<file path="config.mk">
export PLATFORM = sky130hd
export DESIGN_NAME = thermal_governor_mz
export DESIGN_NICKNAME = d
export VERILOG_FILES = /design/src/rtl/thermal_governor_mz.sv
export SDC_FILE = /design/constraint.sdc
export NUM_CORES = 1
export LEC_CHECK = 0
export CAP_MARGIN = 20
export CORE_MARGIN = 2
export CORE_UTILIZATION = 50
export CTS_CLUSTER_DIAMETER = 40
export DETAILED_ROUTE_END_ITERATION = 8
export PLACE_DENSITY = 0.68
export SKIP_CTS_REPAIR_TIMING = 1
export SKIP_LAST_GASP = 1
export SLEW_MARGIN = 20
export SYNTH_ARGS = -nofsm -noshare
export SYNTH_HDL_FRONTEND = slang
export SYNTH_SLANG_ARGS = --single-unit
</file>
<file path="constraint.sdc">
create_clock -name clk -period 8.6 [get_ports clk]
set_clock_uncertainty 0.05 [all_clocks]
set_input_delay 1.72 -clock clk [delete_from_list [all_inputs] [get_ports clk]]
set_output_delay 1.72 -clock clk [all_outputs]
set_load 0.03 [all_outputs]
</file>
<file path="src/rtl/thermal_governor_mz.sv">
// Multi-zone thermal governor: EMA, dwell/hysteresis FSM, sticky CRIT.
// Optional trend detector: define THERMAL_GOV_TREND_EN.
module thermal_governor_mz #(
  parameter int NUM_ZONES = 4,
  parameter int TEMP_W    = 12,
  parameter int AVG_SHIFT = 3,
  parameter int DWELL     = 4,
  parameter int HYST      = 200,
  localparam int ZW = (NUM_ZONES > 1) ? $clog2(NUM_ZONES) : 1
) (
  input  logic                        clk,
  input  logic                        rst_n,
  input  logic [NUM_ZONES*TEMP_W-1:0] temp_in,
  input  logic [NUM_ZONES-1:0]        temp_valid,
  input  logic [TEMP_W-1:0]           thr_warm,
  input  logic [TEMP_W-1:0]           thr_hot,
  input  logic [TEMP_W-1:0]           thr_crit,
  input  logic                        om_pulse,
  input  logic                        emerg_clear,
  output logic [2*NUM_ZONES-1:0]      zone_state,
  output logic [NUM_ZONES-1:0]        waveguide_en,
  output logic [NUM_ZONES-1:0]        throttle,
  output logic [NUM_ZONES-1:0]        emergency,
  output logic                        any_emergency,
  output logic [ZW-1:0]               hottest_zone,
  output logic [TEMP_W-1:0]           hottest_temp,
  output logic [NUM_ZONES-1:0]        trend_up
);

  localparam int CW = $clog2(DWELL + 1);
  localparam logic [CW-1:0] DW = CW'(DWELL);
  localparam logic [TEMP_W:0] HYST_V = (TEMP_W+1)'(HYST);

  typedef enum logic [1:0] {
    COOL = 2'd0,
    WARM = 2'd1,
    HOT  = 2'd2,
    CRIT = 2'd3
  } zstate_t;

  logic [TEMP_W-1:0]      avg_q  [NUM_ZONES];
  logic [NUM_ZONES-1:0]   primed_q;
  logic [NUM_ZONES-1:0]   upd_q;
  zstate_t                st_q   [NUM_ZONES];
  logic [CW-1:0]          up_q   [NUM_ZONES];
  logic [CW-1:0]          dn_q   [NUM_ZONES];

  logic [TEMP_W-1:0]      samp   [NUM_ZONES];
  logic signed [TEMP_W:0] diff   [NUM_ZONES];
  logic signed [TEMP_W:0] step   [NUM_ZONES];
  logic signed [TEMP_W+1:0] sum  [NUM_ZONES];
  logic [TEMP_W-1:0]      ema    [NUM_ZONES];
  logic [TEMP_W-1:0]      avg_d  [NUM_ZONES];

  zstate_t                st_d   [NUM_ZONES];
  logic [CW-1:0]          up_d   [NUM_ZONES];
  logic [CW-1:0]          dn_d   [NUM_ZONES];
  logic [NUM_ZONES-1:0]   up_hit;
  logic [NUM_ZONES-1:0]   dn_hit;
  logic [NUM_ZONES-1:0]   up_go;
  logic [NUM_ZONES-1:0]   dn_go;

  logic [TEMP_W:0]        wext;
  logic [TEMP_W:0]        hext;
  logic [TEMP_W-1:0]      warm_lo;
  logic [TEMP_W-1:0]      hot_lo;

  logic [TEMP_W-1:0]      cand   [NUM_ZONES];
  logic [TEMP_W-1:0]      best_t;
  logic [ZW-1:0]          best_z;

`ifdef THERMAL_GOV_TREND_EN
  logic [NUM_ZONES-1:0]   rise_d;
  logic [NUM_ZONES-1:0]   rise_q;
  logic [1:0]             run_q  [NUM_ZONES];
  logic [1:0]             run_d  [NUM_ZONES];
`endif

  // de-escalation edges, saturating at zero
  always_comb begin
    wext = {1'b0, thr_warm};
    hext = {1'b0, thr_hot};
    warm_lo = (wext > HYST_V) ? TEMP_W'(wext - HYST_V) : '0;
    hot_lo  = (hext > HYST_V) ? TEMP_W'(hext - HYST_V) : '0;
  end

  // EMA step with clamp; raw load when unprimed or resyncing
  always_comb begin
    for (int z = 0; z < NUM_ZONES; z++) begin
      samp[z] = temp_in[z*TEMP_W +: TEMP_W];
      diff[z] = $signed({1'b0, samp[z]}) - $signed({1'b0, avg_q[z]});
      step[z] = diff[z] >>> AVG_SHIFT;
      sum[z]  = $signed({2'b00, avg_q[z]})
              + $signed({step[z][TEMP_W], step[z]});
      if (sum[z][TEMP_W+1])
        ema[z] = '0;
      else if (sum[z][TEMP_W])
        ema[z] = '1;
      else
        ema[z] = sum[z][TEMP_W-1:0];
      if (om_pulse || !primed_q[z])
        avg_d[z] = samp[z];
      else
        avg_d[z] = ema[z];
`ifdef THERMAL_GOV_TREND_EN
      rise_d[z] = temp_valid[z] && primed_q[z] && !om_pulse
                && (ema[z] > avg_q[z]);
`endif
    end
  end

  // averages, primed flags and the update strobe
  always_ff @(posedge clk or negedge rst_n) begin
    if (!rst_n) begin
      for (int z = 0; z < NUM_ZONES; z++) avg_q[z] <= '0;
      primed_q <= '0;
      upd_q    <= '0;
`ifdef THERMAL_GOV_TREND_EN
      rise_q   <= '0;
`endif
    end else begin
      for (int z = 0; z < NUM_ZONES; z++)
        if (temp_valid[z]) avg_q[z] <= avg_d[z];
      primed_q <= temp_valid | (om_pulse ? '0 : primed_q);
      upd_q    <= temp_valid;
`ifdef THERMAL_GOV_TREND_EN
      rise_q   <= rise_d;
`endif
    end
  end

  // per-zone next state: dwell, hysteresis, sticky CRIT
  always_comb begin
    for (int z = 0; z < NUM_ZONES; z++) begin
      st_d[z] = st_q[z];
      up_d[z] = up_q[z];
      dn_d[z] = dn_q[z];
      up_hit[z] = 1'b0;
      dn_hit[z] = 1'b0;
      up_go[z]  = 1'b0;
      dn_go[z]  = 1'b0;
`ifdef THERMAL_GOV_TREND_EN
      run_d[z] = run_q[z];
      if (upd_q[z])
        run_d[z] = !rise_q[z] ? 2'd0 :
                   (run_q[z] == 2'd3) ? 2'd3 : run_q[z] + 2'd1;
      if (om_pulse) run_d[z] = 2'd0;
`endif
      unique case (1'b1)
        (st_q[z] == COOL): up_hit[z] = avg_q[z] >= thr_warm;
        (st_q[z] == WARM): begin
          up_hit[z] = avg_q[z] >= thr_hot;
          dn_hit[z] = avg_q[z] < warm_lo;
        end
        (st_q[z] == HOT):  dn_hit[z] = avg_q[z] < hot_lo;
        (st_q[z] == CRIT): ;
      endcase
      if (upd_q[z]) begin
        up_d[z] = !up_hit[z] ? '0 :
                  (up_q[z] == DW) ? DW : up_q[z] + 1'b1;
        dn_d[z] = !dn_hit[z] ? '0 :
                  (dn_q[z] == DW) ? DW : dn_q[z] + 1'b1;
        up_go[z] = up_hit[z] && (up_d[z] == DW);
`ifdef THERMAL_GOV_TREND_EN
        if (up_hit[z] && st_q[z] == WARM && run_d[z] == 2'd3)
          up_go[z] = 1'b1;
`endif
        dn_go[z] = dn_hit[z] && (dn_d[z] == DW);
        if (up_go[z])
          st_d[z] = (st_q[z] == COOL) ? WARM : HOT;
        else if (dn_go[z])
          st_d[z] = (st_q[z] == HOT) ? WARM : COOL;
      end
      if (st_q[z] == CRIT && emerg_clear && avg_q[z] < thr_hot)
        st_d[z] = HOT;
      if (upd_q[z] && avg_q[z] >= thr_crit)
        st_d[z] = CRIT;
      if (st_d[z] != st_q[z] || om_pulse) begin
        up_d[z] = '0;
        dn_d[z] = '0;
      end
    end
  end

  // zone state and dwell counters
  always_ff @(posedge clk or negedge rst_n) begin
    if (!rst_n) begin
      for (int z = 0; z < NUM_ZONES; z++) begin
        st_q[z] <= COOL;
        up_q[z] <= '0;
        dn_q[z] <= '0;
`ifdef THERMAL_GOV_TREND_EN
        run_q[z] <= 2'd0;
`endif
      end
    end else begin
      for (int z = 0; z < NUM_ZONES; z++) begin
        st_q[z] <= st_d[z];
        up_q[z] <= up_d[z];
        dn_q[z] <= dn_d[z];
`ifdef THERMAL_GOV_TREND_EN
        run_q[z] <= run_d[z];
`endif
      end
    end
  end

  // hottest primed average, ties to the lowest index
  always_comb begin
    best_t = '0;
    best_z = '0;
    for (int z = 0; z < NUM_ZONES; z++) begin
      cand[z] = primed_q[z] ? avg_q[z] : '0;
      if (cand[z] > best_t) begin
        best_t = cand[z];
        best_z = ZW'(z);
      end
    end
  end

  // hottest-zone register
  always_ff @(posedge clk or negedge rst_n) begin
    if (!rst_n) begin
      hottest_zone <= '0;
      hottest_temp <= '0;
    end else begin
      hottest_zone <= best_z;
      hottest_temp <= best_t;
    end
  end

  // decode registered state onto the zone outputs
  always_comb begin
    zone_state   = '0;
    waveguide_en = '0;
    throttle     = '0;
    emergency    = '0;
    trend_up     = '0;
    for (int z = 0; z < NUM_ZONES; z++) begin
      zone_state[2*z +: 2] = st_q[z];
      waveguide_en[z] = st_q[z] != COOL;
      throttle[z]     = (st_q[z] == HOT) || (st_q[z] == CRIT);
      emergency[z]    = st_q[z] == CRIT;
`ifdef THERMAL_GOV_TREND_EN
      trend_up[z]     = run_q[z] == 2'd3;
`endif
    end
  end

  assign any_emergency = |emergency;

endmodule

</file>
After elaboration in Yosys (flattened, before gate mapping)
Index checks and enable logic that the tools add are counted.
{ "word_totals": {"wordCells": 244, "input_bits": 92, "regBits": 102, "output_inout_bits": 39} }
{ "op_classes": {"bitwise_logic": 1, "add_sub_neg": 18, "n_eq_ne": 32, "muxes": 94, "order_cmp": 30, "reduce_logical": 49} }
{ "op_table": {"columns": ["cell", "n"], "rows": [
  ["$mux 12", 22],
  ["$ge 12x12->1", 12],
  ["$lt 12x12->1", 12],
  ["$mux 3", 32],
  ["$add 13x10->14", 4],
  ["$mux 2", 26],
  ["$sub 12x12->13", 4],
  ["$eq 3x3->1 const B", 16],
  ["$gt 12x12->1", 3],
  ["$add 3x1->3 const B", 8],
  ["$gt 12x8->1 const B", 2],
  ["$sub 12x8->12 const B", 2],
  ["$logic_and 1x1->1", 20],
  ["$eq 2x2->1 const B", 8],
  ["$pmux 1 s2", 8],
  ["$reduce_bool 2->1", 8],
  ["$gt 12x1->1 const B", 1],
  ["$logic_or 1x1->1", 12],
  ["$eq 2x1->1 const B", 4],
  ["$logic_not 2->1", 4],
  ["$ne 2x2->1", 4],
  ["$mux 1", 5],
  ["$logic_not 1->1", 4],
  ["$mux 4", 1],
  ["other kinds (2)", 2]
]} }

Depth between registers and ports, before layout
{ "depth": {"word_depth": 15, "ltp_mapped": 33, "mapped_depth_nobuf": 28} }

Least setup slack after synthesis
No wires, ideal clock.
{ "synth_path": {"kind": "register -> register", "from": "reg primed_q[0]", "to": "reg hottest_temp[0]", "synth_period_minus_slack_ps": 6584, "path_stages_with_launch": 30, "setup_ps": 90, "slack_ps": 2016, "required_ps": 8460, "path_buffers": 4, "arrival_time_ps": 6444, "cell_sequence": "dfrtp_1 > clkbuf_1 > nand2_1 > ha_1 > nor2b_1 > o21a_1 > o21ai_1 > a211oi_1 > a2111oi_0 > nor3_1 > buf_2 > mux2_2 > ha_1 > a21o_1 > a21o_1 > a21oi_1 > or2_2 > a31oi_1 > clkbuf_1 > mux2_2 > ha_1 > a21o_1 > a21o_1 > a21oi_1 > nor2_1 > o31a_1 > clkbuf_1 > nor2_1 > inv_1 > o221ai_1"} }
{ "synth_between": {"elab_chain_cells": 9} }
{ "synth_lines": {"columns": ["item", "line", "text"], "rows": [
  ["start, declared", "42", "logic [NUM_ZONES-1:0] primed_q;"],
  ["start signal, assigned", "124", "primed_q <= temp_valid | (om_pulse ? '0 : primed_q);"],
  ["$mux 12 (*)", "213", "cand[z] = primed_q[z] ? avg_q[z] : '0;"],
  ["$gt 12x1->1", "214", "if (cand[z] > best_t) begin"],
  ["$mux 12 (*)", "214", null],
  ["$gt 12x12->1", "214", null],
  ["$mux 12 (*)", "214", null],
  ["$gt 12x12->1", "214", null],
  ["$mux 12 (*)", "214", null],
  ["$gt 12x12->1", "214", null],
  ["$mux 12 (*)", "214", null],
  ["net best_t[0]", "69", "logic [TEMP_W-1:0] best_t;"],
  ["end signal, assigned", "228", "hottest_temp <= best_t;"],
  ["end, declared", "26", "output logic [TEMP_W-1:0] hottest_temp,"]
]} }
The timed path passes the listed nets; every way through them passes the cells marked *.
A chain may end at the register's enable or synchronous reset.

Final worst setup path
{ "layout_path": {"from": "reg avg_q[29] in the netlist's numbering", "to": "reg hottest_temp[2]"} }
{ "layout_between": {"elab_chain_cells": 7} }
{ "layout_lines": {"columns": ["item", "line", "text"], "rows": [
  ["start, declared", "41", "logic [TEMP_W-1:0] avg_q [NUM_ZONES];"],
  ["start signal, assigned by index", "123", "if (temp_valid[z]) avg_q[z] <= avg_d[z];"],
  ["$mux 12 (*)", "213", null],
  ["$gt 12x12->1", "214", null],
  ["$mux 12 (*)", "214", null],
  ["$gt 12x12->1", "214", null],
  ["$mux 12 (*)", "214", null],
  ["$gt 12x12->1", "214", null],
  ["$mux 12 (*)", "214", null],
  ["net best_t[2]", "69", null]
]} }
Marks and branches as above.

==> impl_results.md <==
* Critical R2R Capture: hottest_temp[2]
* Place WS at ~1.2 ns
* Final Hold Violating Endpoints at 0
* RSZ-0062 raised after global routing: false
* Tmin final at 7.522 ns
* Reg-to-Reg Start: avg_q[29]
* Synth Area in Simple Gates at 18.42%
* Die Ht at 187.5 µm
* PortBufs at between 100 and 150
* Area Overhead vs Synth at 11.67%
* Row Count at 67
* CP endpoint kind: register
* Number of flops mapped to enable cells by yosys at 0
* Final Util at between 50 and 60%
* Tcrit/Tclk final at 87.47%
* Vias/cell at ~6.2
* CP Max Fanout at 18
* Clock power frac at 5.6%
* Core area at ~33000 µm²
* Status: completed
* RD Place Congestion at 0.9319
* Initial core utilization at 50.44%
* R2R setup slack at ~1.1 ns
* Sequential fraction of design power at between 10 and 15%
* Power Density at 402.7 nW/µm²
* Worst path max stage delay at 0.70 ns
* Syn_area_per_cell at 8.071 µm²
* Xor-xnor portion of the synthesized cell area at 4.706%
* Min-Delay Path Depth at 2
* Worst Max-Slew Pin Slew at approximately 1 ns
* # clock sinks at 102
* Vias at 16.39k
* First-pass GRT wire length at slightly below 90000 µm
* Compound-Gate Fraction of Synth Area at about a quarter
* GRT Util Overall at about a third
* Worst path slowest cell: nor2_1
* Die ar. at 35140 µm²
* Clk_lat worst skew at 0.39 ns
* Final worst slack at 1.078 ns
* Hold Path End: up_q[1]
* Drt pass-1 iters at 6
* Cell leakage power at slightly below 9 nW
* Nets at 2676
* Grt ovf at 0
* Wl on met1 at 24970 µm
* Synth cell types at 81
* CP Class: reg -> reg
* Synthesized area at 16830 µm²
* Seq/Total Area, Yosys at between 10% and 20%
* Largest family of logic cells by synthesized area: adder cells
* H-tree Lvls at 3
* Worst r2r path cells at 28
* Int Pwr at 3.441 mW
* CTS tree: done
* WP buf/inv at 4
* Peak VDD IR at 0.2574 mV
* Commonest non-fill, non-tap cell in the layout: ha_1
* Final instance area at 18790 µm²
* Most frequent cells in the layout: ha_1, nand2_1, inv_1
* Post-Route Setup TNS at 0 ns
* CP Launch Type: register
* Total power at 7.567 mW
* Synth warn at 0
* Count of final setup violators at 0
* Vias in the first global route at roughly 16k
* Top cell family by delay on the critical path: compound AO/OA/AOI/OAI gates
* Clock transition at path regs at around 0.08 ns
* Synth Register Bits at 102
* Switching Share at a little over half
* # diodes at 0
* Post-DP HPWL at 43920 µm
* Layout cells sized above 1 at 4.801%
* Met3 WL at 3950 µm
* Worst Path Arrival at 7.77 ns
* CTS Root Cell: clkbuf_16
* Worst hold path class: reg -> reg
* CP most frequent cell: a21o_1
* Initial antenna violation count at 0
* Met2 routed WL at between 20000 and 25000 µm
* Detailed Route Iter0 Violations at 1213
* Synth Area in Adders at 30.07%
* WP data required at 8.85 ns
* Final wirelength at 55990 µm
* DRC viols at 0
* Die Width at 187.5 µm
* Boundary Pins at 131
* Max Freq at about 0.13 GHz
* Max Slew Vio Count at 0
* Mux cell area share after synthesis at 1.472%
* Psw at between 4 and 5 mW
* Ys async rst share at 100.0%
* Hold path startpoint: up_q[1]
* Clock buffer depth at 2
* Avg WL per Cell at 21.25 µm
* Max-slew headroom at 32.29%
* Largest net degree at the start of global routing at 56
* Max-cap violations at 0
* Post-Syn Instances at 2085
* Logic pwr share at between 70% and 80%
* Ys flop type: dfrtp_1
* Total CTS buffers at 9
* DP Area at 18490 µm²
* Uppermost layer routed: met4
* Number of routed nets with antenna violations at 0
-- worst min-delay path: stages (launching register included) --
cell and delay, ns:
dfrtp_1 0.40, a21oi_1 0.13, nor4_1 0.05
-- power by group through the flow --
stage	clock (mW)	combinational, mW	sequential [mW]
global placement	0	5.74	1.11
floorplan	0	4.61	0.955
global route	0.455	6.76	1.13
CTS	0.436	5.93	1.11
finish	0.427	6.02	1.12
detailed placement	0	5.89	1.11
-- metrics by stage --
stage          std cells  hold WS, ns
3_3_place_gp        2619       0.5535
2_1_floorplan       2088       0.5280
3_5_place_dp        2619       0.5555
5_1_grt             2635       0.6087
4_1_cts             2635       0.5661
6_report            2635       0.5623
-- cells by family after synthesis --
| family | after synthesis |
|---|---|
| simple gates | 639 |
| compound gates | 598 |
| fa+ha+maj | 402 |
| buf+inv | 234 |
| flops | 102 |
| xor+xnor | 87 |
| mux | 22 |
| other cells | 1 |
-- cells in the mapped netlist (25+ instances only) --
master / instances / area share, %
nand2b_1: 26 / 0.97
a21oi_1: 130 / 3.9
xor2_1: 26 / 1.4
nand3_1: 43 / 1.3
xnor2_1: 57 / 3.0
o21ai_0: 72 / 2.1
ha_1: 398 / 30
dfrtp_1: 102 / 15
clkbuf_1: 31 / 0.69
o21a_1: 28 / 1.2
nor2_1: 155 / 3.5
a31oi_1: 70 / 2.6
nor2b_1: 25 / 0.93
a21o_1: 68 / 3.0
nor3_1: 45 / 1.3
nand4_1: 34 / 1.3
nand2_1: 205 / 4.6
inv_1: 181 / 4.0
o211ai_1: 64 / 2.9
-- per-layer routing --
layer	vias to the layer above	track usage [%]
met5	-	0
met4	0	13.69
met3	121	4.690
met2	648	50.77
met1	7690	43.09
li1	7932	-
-- how the worst max path moves through the flow --
stage	from	endpoint	depth (start not counted)
after floorplan	primed_q[0]	hottest_temp[0]	29
after global placement	avg_q[29]	hottest_temp[8]	28
after detailed placement	avg_q[29]	hottest_temp[8]	28
after CTS	avg_q[29]	hottest_temp[2]	28
after global routing	primed_q[1]	hottest_temp[2]	28
final	avg_q[29]	hottest_temp[2]	28
-- state kept, by name, summed over array words and instances, names as in the netlist --
signal and count:
avg_q 48, dn_q 12, hottest_temp 12, up_q 12, zone_state 8, primed_q 4, upd_q 4, hottest_zone 2
-- area by class of cell --
cell class	instances	area, µm²
inverters	181	679.4
multi-input cells	1752	13380
well taps	448	560.5
fillers	3174	14570
repair buffers	136	1334
clock buffers	10	229.0
flip-flops and latches	102	2552
clock inverters	6	57.56
No activity file was read; power rests on OpenSTA's default activity.
